**config.mk**
```make
export PLATFORM = sky130hd
export DESIGN_NAME = axilite_master
export DESIGN_NICKNAME = d
export VERILOG_FILES = /design/src/rtl/axil_pkg.sv /design/src/rtl/axilite_master.sv
export SDC_FILE = /design/constraint.sdc
export NUM_CORES = 1
export LEC_CHECK = 0
export CAP_MARGIN = 20
export CORE_ASPECT_RATIO = 0.9
export CORE_UTILIZATION = 43
export CTS_CLUSTER_SIZE = 20
export DETAILED_ROUTE_END_ITERATION = 16
export HOLD_SLACK_MARGIN = 0.06
export PLACE_DENSITY = 0.84
export SLEW_MARGIN = 40
export SYNTH_ARGS = -nofsm -noshare
export SYNTH_HDL_FRONTEND = slang
export SYNTH_SLANG_ARGS = --single-unit
```
**constraint.sdc**
```tcl
create_clock -name AXI_ACLK -period 3.9 [get_ports AXI_ACLK]
set_input_delay 0.78 -clock AXI_ACLK [delete_from_list [all_inputs] [get_ports AXI_ACLK]]
set_output_delay 0.78 -clock AXI_ACLK [all_outputs]
set_load 0.05 [all_outputs]
```
**src/rtl/axil_pkg.sv**
```systemverilog
// Shared AXI4-Lite definitions: initiator FSM states and response codes.
package axil_pkg;

    typedef enum logic [2:0] {
        ST_IDLE  = 3'd0,
        ST_RD_A  = 3'd1,
        ST_RD_D  = 3'd2,
        ST_WR_AW = 3'd3,
        ST_WR_B  = 3'd4,
        ST_RESP  = 3'd5
    } axilm_state_e;

    localparam logic [1:0] AXI_RESP_OKAY   = 2'b00;
    localparam logic [1:0] AXI_RESP_EXOKAY = 2'b01;
    localparam logic [1:0] AXI_RESP_SLVERR = 2'b10;
    localparam logic [1:0] AXI_RESP_DECERR = 2'b11;

    // True in the states that wait on the slave and therefore run the timeout.
    function automatic logic is_busy(input axilm_state_e s);
        return (s == ST_RD_A) || (s == ST_RD_D) || (s == ST_WR_AW) || (s == ST_WR_B);
    endfunction

endpackage

```
**src/rtl/axilite_master.sv**
```systemverilog
// AXI4-Lite initiator: turns one CPU load/store at a time into an AR/R or
// AW/W/B transaction, with a per-transaction timeout that reports a hung slave.
// Every AXI output is decoded from registered state only, so no AXI input
// reaches an output combinationally.
module axilite_master
    import axil_pkg::*;
#(
    parameter int ADDR_W  = 32,
    parameter int DATA_W  = 32,
    parameter int TIMEOUT = 255
) (
    input  logic                  AXI_ACLK,
    input  logic                  AXI_ARESET,
    // CPU request / response
    input  logic                  req_valid,
    output logic                  req_ready,
    input  logic                  req_we,
    input  logic [ADDR_W-1:0]     req_addr,
    input  logic [DATA_W-1:0]     req_wdata,
    input  logic [DATA_W/8-1:0]   req_wstrb,
    output logic                  rsp_valid,
    output logic [DATA_W-1:0]     rsp_rdata,
    output logic                  rsp_err,
    // read address / data
    output logic [ADDR_W-1:0]     AXI_ARADDR,
    output logic                  AXI_ARVALID,
    input  logic                  AXI_ARREADY,
    input  logic [DATA_W-1:0]     AXI_RDATA,
    input  logic [1:0]            AXI_RRESP,
    input  logic                  AXI_RVALID,
    output logic                  AXI_RREADY,
    // write address / data / response
    output logic [ADDR_W-1:0]     AXI_AWADDR,
    output logic                  AXI_AWVALID,
    input  logic                  AXI_AWREADY,
    output logic [DATA_W-1:0]     AXI_WDATA,
    output logic [DATA_W/8-1:0]   AXI_WSTRB,
    output logic                  AXI_WVALID,
    input  logic                  AXI_WREADY,
    input  logic [1:0]            AXI_BRESP,
    input  logic                  AXI_BVALID,
    output logic                  AXI_BREADY
);

    localparam int              CNT_W     = (TIMEOUT > 0) ? $clog2(TIMEOUT + 1) : 1;
    localparam logic [CNT_W-1:0] CNT_LIMIT = CNT_W'(TIMEOUT);

    axilm_state_e          state, state_nxt;
    logic [ADDR_W-1:0]     addr_q;
    logic [DATA_W-1:0]     wdata_q;
    logic [DATA_W/8-1:0]   wstrb_q;
    logic [DATA_W-1:0]     rdata_q;
    logic                  err_q;
    logic                  aw_done, w_done;
    logic [CNT_W-1:0]      tmo_cnt;

    logic accept, busy, any_hs, tmo_abort;
    logic ar_hs, r_hs, aw_hs, w_hs, b_hs;

    assign accept = (state == ST_IDLE) && req_valid;
    assign busy   = is_busy(state);

    // Handshakes are qualified by state, which is exactly when the matching VALID/READY is high.
    assign ar_hs  = (state == ST_RD_A)  && AXI_ARREADY;
    assign r_hs   = (state == ST_RD_D)  && AXI_RVALID;
    assign aw_hs  = (state == ST_WR_AW) && !aw_done && AXI_AWREADY;
    assign w_hs   = (state == ST_WR_AW) && !w_done  && AXI_WREADY;
    assign b_hs   = (state == ST_WR_B)  && AXI_BVALID;
    assign any_hs = ar_hs || r_hs || aw_hs || w_hs || b_hs;

    // A handshake landing in the expiry cycle wins over the abort.
    assign tmo_abort = (TIMEOUT != 0) && busy && (tmo_cnt == CNT_LIMIT) && !any_hs;

    assign AXI_ARADDR = addr_q;
    assign AXI_AWADDR = addr_q;
    assign AXI_WDATA  = wdata_q;
    assign AXI_WSTRB  = wstrb_q;

    // State register.
    always_ff @(posedge AXI_ACLK) begin
        // NOTE: registers take non-blocking assignments so every flop samples pre-edge values.
        if (AXI_ARESET) state <= ST_IDLE;
        else            state <= state_nxt;
    end

    // Next-state decode: normal protocol progress first, timeout abort otherwise.
    always_comb begin
        // NOTE: default first so no path leaves state_nxt unassigned (that would infer a latch).
        state_nxt = state;
        unique case (state)
            ST_IDLE:  if (req_valid) state_nxt = req_we ? ST_WR_AW : ST_RD_A;
            ST_RD_A:  if (ar_hs) state_nxt = ST_RD_D;
                      else if (tmo_abort) state_nxt = ST_RESP;
            ST_RD_D:  if (r_hs || tmo_abort) state_nxt = ST_RESP;
            ST_WR_AW: if ((aw_done || aw_hs) && (w_done || w_hs)) state_nxt = ST_WR_B;
                      else if (tmo_abort) state_nxt = ST_RESP;
            ST_WR_B:  if (b_hs || tmo_abort) state_nxt = ST_RESP;
            ST_RESP:  state_nxt = ST_IDLE;
            default:  state_nxt = ST_IDLE;
        endcase
    end

    // Output decode from registered state and done flags only.
    always_comb begin
        req_ready   = 1'b0;
        AXI_ARVALID = 1'b0;
        AXI_RREADY  = 1'b0;
        AXI_AWVALID = 1'b0;
        AXI_WVALID  = 1'b0;
        AXI_BREADY  = 1'b0;
        rsp_valid   = 1'b0;
        rsp_rdata   = '0;
        rsp_err     = 1'b0;
        unique case (state)
            ST_IDLE:  req_ready = !AXI_ARESET;
            ST_RD_A:  AXI_ARVALID = 1'b1;
            ST_RD_D:  AXI_RREADY = 1'b1;
            ST_WR_AW: begin
                AXI_AWVALID = !aw_done;
                AXI_WVALID  = !w_done;
            end
            ST_WR_B:  AXI_BREADY = 1'b1;
            ST_RESP: begin
                rsp_valid = 1'b1;
                rsp_rdata = rdata_q;
                rsp_err   = err_q;
            end
            default: ;
        endcase
    end

    // Request capture, channel done flags, response capture and the saturating timeout counter.
    always_ff @(posedge AXI_ACLK) begin
        if (AXI_ARESET) begin
            addr_q  <= '0;
            wdata_q <= '0;
            wstrb_q <= '0;
            rdata_q <= '0;
            err_q   <= 1'b0;
            aw_done <= 1'b0;
            w_done  <= 1'b0;
            tmo_cnt <= '0;
        end else if (accept) begin
            addr_q  <= req_addr;
            wdata_q <= req_wdata;
            wstrb_q <= req_wstrb;
            rdata_q <= '0;
            err_q   <= 1'b0;
            aw_done <= 1'b0;
            w_done  <= 1'b0;
            tmo_cnt <= '0;
        end else begin
            if (busy && (tmo_cnt != CNT_LIMIT)) tmo_cnt <= tmo_cnt + 1'b1;
            if (aw_hs) aw_done <= 1'b1;
            if (w_hs)  w_done  <= 1'b1;
            if (r_hs) begin
                rdata_q <= AXI_RDATA;
                err_q   <= (AXI_RRESP != AXI_RESP_OKAY);
            end
            if (b_hs) begin
                rdata_q <= '0;
                err_q   <= (AXI_BRESP != AXI_RESP_OKAY);
            end
            if (tmo_abort) begin
                rdata_q <= '0;
                err_q   <= 1'b1;
            end
        end
    end

endmodule

```
---- Word level (Yosys, flattened, before mapping) ----
Cells that the tools add are included.
operators by class
  mux-type cells .......................... 20
  $mul .................................... 0
  shift operators ......................... 0
  add/sub/neg operators ................... 1
  magnitude comparators ................... 0
  divide/modulo/power cells ............... 0
  bitwise operators ....................... 0
  equal/unequal tests ..................... 10
  reduce and logical (&&, ||, !) cells .... 34
operators by type and width
  kind                   number
  $mux W32               1
  $mux W3                6
  $pmux W3 S5            1
  $logic_and A1 B1 Y1    12
  $logic_or A1 B1 Y1     11
  $mux W1                11
  $add A8 B1 Y8 const B  1
  $eq A8 B8 Y1 const B   1
  $ne A8 B8 Y1 const B   1
  $eq A3 B2 Y1 const B   2
  $eq A3 B3 Y1 const B   2
  $logic_not A1 Y1       4
  $ne A2 B1 Y1 const B   2
  $reduce_bool A2 Y1     2
  $reduce_or A4 Y1       1
  $eq A3 B1 Y1 const B   1
  $logic_not A3 Y1       1
  $reduce_and A3 Y1      1
  $reduce_bool A3 Y1     1
  $mux W2                1
  $ne A2 B2 Y1 const B   1
  $reduce_or A2 Y1       1
word-level totals
  output and inout port bits .............. 140
  memories ................................ 0
  bits in registers ....................... 114
  RAM bits ................................ 0
  input bits .............................. 113
  latch bits .............................. 0
  bits in read-only memories .............. 0

---- Depth between registers and ports, before layout ----
  word-level depth ........................ 11
  mapped depth ............................ 8

---- Worst setup path after synthesis ----
OpenSTA, ideal clock, no wires.
  path kind ............................... flip-flop to output port
  from .................................... reg state[1]
  to ...................................... out rsp_rdata[22]
  arrival time ............................ 2.109 ns
  slack ................................... 1.011 ns
  stages on the path, launching flop included .. 6
  cells stage by stage .................... dfxtp_1 buf_4 buf_4 nor3b_1 clkbuf_1 and2_1
between the ends
  word-level cells in the longest chain between the ends .. 2
RTL lines
  element                   line                   RTL
  start: declaration        axilite_master.sv:48   axilm_state_e state, state_nxt;
  start signal: assignment  axilite_master.sv:83   else state <= state_nxt;
  $eq A3 B3 Y1              axilite_master.sv:114  unique case (state)
  $mux W32                  axilite_master.sv:114
  end: declaration          axilite_master.sv:22   output logic [DATA_W-1:0] rsp_rdata,
No other way between the ends.

---- Final worst setup path ----
  from .................................... reg state[0]
  to ...................................... out rsp_rdata[6]
The elaborated chain is that of the path after synthesis.

==> impl_metrics.csv <==
group,metric,value,unit
outcome,status,"complete, no violations",
placed_design,hpwl,9.83,mm
worst_hold_path,worstHoldEndpoint,"AXI_WDATA[3]",
die,die_h,102,um
global_route,met2_usage,42.1,%
power,peakVddDrop,0.263,mV
critical_path,path_cells,"nor3b_2, buf_4, and2_1, clkdlybuf4s50_1",
synthesis,ys_ff_latch,114,
critical_path,worstPathArrival,2.79,ns
global_route,grt_max_degree,72,
sta,fmax,280,MHz
placed_design,place.gp.congestion,0.813,
critical_path,r2r_slack,1.76,ns
worst_hold_path,holdPathStages,2,
routing,via_per_inst,4.94,
routing,drc_errors,0,
die,num_rows,36,
die,die_w,113,um
sta,grt_setup_unrepaired,"no",
critical_path,required,3.12,ns
finish,syn2layout_area_growth,61.8,%
clock_network,ctsResizeCount,0,
routing,drt_pre_antenna_iters,5,
clock_network,clockBufferDepth,2,
power,p_leak,2.81,nW
finish,diodes,0,
finish,final_util,71.4,%
critical_path,path_buf_inv,2,
clock_network,cts_tree,"built",
clock_network,numClockSinks,114,
die,initial_core_util,44.1,%
synthesis,syn_inst,576,
sta,setup_violations,0,
finish,nNetsFinal,900,
clock_network,cts_root_buf,"clkbuf_16",
critical_path,end_kind,"primary output",
critical_path,path_class,"register to primary output",
clock_network,post_cts_buffers,0,
critical_path,crit_fanout,34,
die,coreArea,10800,sq um
power,pwr-share-comb,26.5,%
global_route,met3_usage,7.41,%
critical_path,crit_slowest_cell,"clkdlybuf4s50_1",
clock_network,htree_levels,4,
flow_run,cap_viol_max_count,0,
die,design.portCount,253,
global_route,track_usage,23.3,%
finish,drive_gt1_share,5.64,%
synthesis,synth-seq-area-share,47.8,%
synthesis,syn_area,4770,sq um
power,seq_power_share,33.8,%
synthesis,syn_area_per_cell,8.28,sq um
routing,drtIter0Drc,226,
global_route,antenna_found_initial,0,
routing,vias,4602,
finish,fin_area,7720,sq um
power,power_density,514,nW/um^2
placed_design,io_buffers,252,
placed_design,placed_area,7110,sq um
sta,fin_hold_ws,0.453,ns
global_route,gr-usage-met1,25.2,%
clock_network,clk_pin_slew,0.05,ns
power,netSwitchingFraction,31.7,%
worst_hold_path,hold_path_class,"register to register",
sta,finalSetupTns,0,ns
critical_path,crit_path_start_kind,"register",
routing,wl_per_cell,14.8,um
critical_path,critPathTopFamily,"buffers and inverters",
worst_hold_path,min_from,"AXI_WDATA[3]",
power,clkPwrFrac,39.8,%
sta,max-slew-margin-rel,50.8,%
global_route,first_global_vias,4331,
clock_network,cts_buffers,17,
clock_network,clk_latency,0.42,ns
sta,worst_pin_slew,0.738,ns
critical_path,crit_path_max_incr_delay,0.81,ns
sta,hold_viol_final,0,
synthesis,syn_nets,690,
synthesis,ys_warn_count,0,
power,power.internal,2.71,mW
sta,fin_skew,0.0210,ns
critical_path,reg2regPathDepth,5,
die,dieArea,11500,sq um
synthesis,synth.distinct_cells,40,
sta,period_share,91.5,%
global_route,grt_pass1_wl,20.8,mm
routing,ant_nets,0,
global_route,top_usage_layer,"met2",
routing,drt-total-wl,13.8,mm
power,switching_power,1.26,mW
critical_path,r2r_end,"tmo_cnt[4]",
global_route,gr-total-overflow,0,
clock_network,hold_buffers,0,
sta,min_period,3.57,ns
critical_path,r2r_start,"state[0]",
sta,maxSlewViolCount,0,
[sequential cells by signal (all words and copies together), names as in the netlist]
| register | flops |
|---|---|
| AXI_ARADDR | 32 |
| AXI_WDATA | 32 |
| AXI_WSTRB | 4 |
| aw_done | 1 |
| err_q | 1 |
| rdata_q | 32 |
| state | 3 |
| tmo_cnt | 8 |
| w_done | 1 |
[worst max path at each step]
stage                   from       endpoint  slack [ns]  depth (start not counted)
floorplan           state[1]  rsp_rdata[22]        1.01                          5
global placement    state[0]   rsp_rdata[5]        0.90                          4
detailed placement  state[0]   rsp_rdata[5]        0.78                          4
CTS                 state[0]  rsp_rdata[25]        0.33                          4
global route        state[0]  rsp_rdata[25]        0.18                          4
finish              state[0]   rsp_rdata[6]        0.33                          4
[power groups by stage]
| stage | Sequential, mW | Clock, mW | Combinational [mW] |
|---|---|---|---|
| final | 1.34 | 1.58 | 1.05 |
| after global routing | 1.35 | 1.66 | 1.11 |
| after CTS | 1.34 | 1.60 | 1.05 |
| after detailed placement | 1.36 | 0 | 1.05 |
| after global placement | 1.35 | 0 | 1.03 |
| after floorplan | 1.57 | 0 | 0.498 |
[placed cells by master (no fill, tap or decap), drive strengths merged, types with 4 or more instances in the layout]
| cell | instances |
|---|---|
| a21oi | 77 |
| bufinv | 4 |
| inv | 5 |
| or3 | 5 |
| nand3 | 6 |
| mux2i | 35 |
| and2 | 33 |
| dfxtp | 114 |
| nor2 | 46 |
| o21ai | 6 |
| nand2 | 141 |
| clkdlybuf4s50 | 251 |
| clkbuf | 20 |
| buf | 9 |
| clkinv | 6 |
[layout make-up]
class	instances	area, sq um
Fill cell	803	3090
Timing Repair Buffer	261	2580
Sequential cell	114	2280
Multi-Input combinational cell	387	2070
Clock buffer	19	433
Tap cell	133	166
Clock inverter	12	165
Inverter	5	18.8
[cell families (layout without fill, tap and decap cells)]
group / Yosys count / in the layout / share of synthesized area (%)
and+or+nand+nor: 250 / 250 / 23.4
DFF: 114 / 114 / 47.8
AOI/OAI and AO/OA: 100 / 100 / 11.5
buffers and inverters: 75 / 297 / 9.42
muxes: 35 / 35 / 7.35
adders and majority gates: 1 / 1 / 0.262
xor gates and xnor gates: 1 / 1 / 0.184
[synth_stat cells (all sizes together)]
master / number / area [sq um]
o211ai: 2 / 15.0
a311o: 1 / 10.0
and4: 1 / 8.76
o2111a: 1 / 11.3
nand3b: 1 / 7.51
and2: 33 / 206
a211oi: 1 / 7.51
nand2: 141 / 529
a31oi: 3 / 18.8
o31ai: 2 / 15.0
dfxtp: 114 / 2280
nor4b: 2 / 30.0
o311ai: 1 / 8.76
nor4bb: 1 / 10.0
nor2b: 3 / 18.8
xor2: 1 / 8.76
nand4: 1 / 6.26
a221o: 1 / 10.0
clkbuf: 23 / 86.3
ha: 1 / 12.5
a21oi: 77 / 385
nor3: 2 / 10.0
nand2b: 3 / 18.8
nand3: 6 / 30.0
or3: 5 / 31.3
o22ai: 1 / 6.26
buf: 47 / 344
nor2: 46 / 173
a21o: 2 / 15.0
o21ai: 6 / 30.0
a22oi: 1 / 7.51
nor3b: 3 / 22.5
mux2i: 35 / 350
or4: 2 / 15.0
a221oi: 1 / 8.76
inv: 5 / 18.8
[stage by stage]
| step | std cells | worst slack [ns] | total power, mW |
|---|---|---|---|
| finish | 931 | 0.333 | 3.97 |
| CTS | 930 | 0.327 | 3.99 |
| floorplan | 576 | 1.01 | 2.06 |
| global placement | 899 | 0.902 | 2.39 |
| global route | 931 | 0.180 | 4.12 |
| detailed placement | 899 | 0.779 | 2.41 |
[worst reg2reg max path, stage by stage (launching register included)]
cell      delay (ns)
dfxtp_1         0.78
or3_1           0.26
o211ai_1        0.25
clkbuf_2        0.25
or3_1           0.36
a21oi_1         0.15
[layer usage]
metal,up-vias,part of all wire [%]
met2,177,52
met5,-,0
met3,15,7.1
met4,0,1.2
li1,2286,-
met1,2124,40
(Power assumes the default switching activity.)
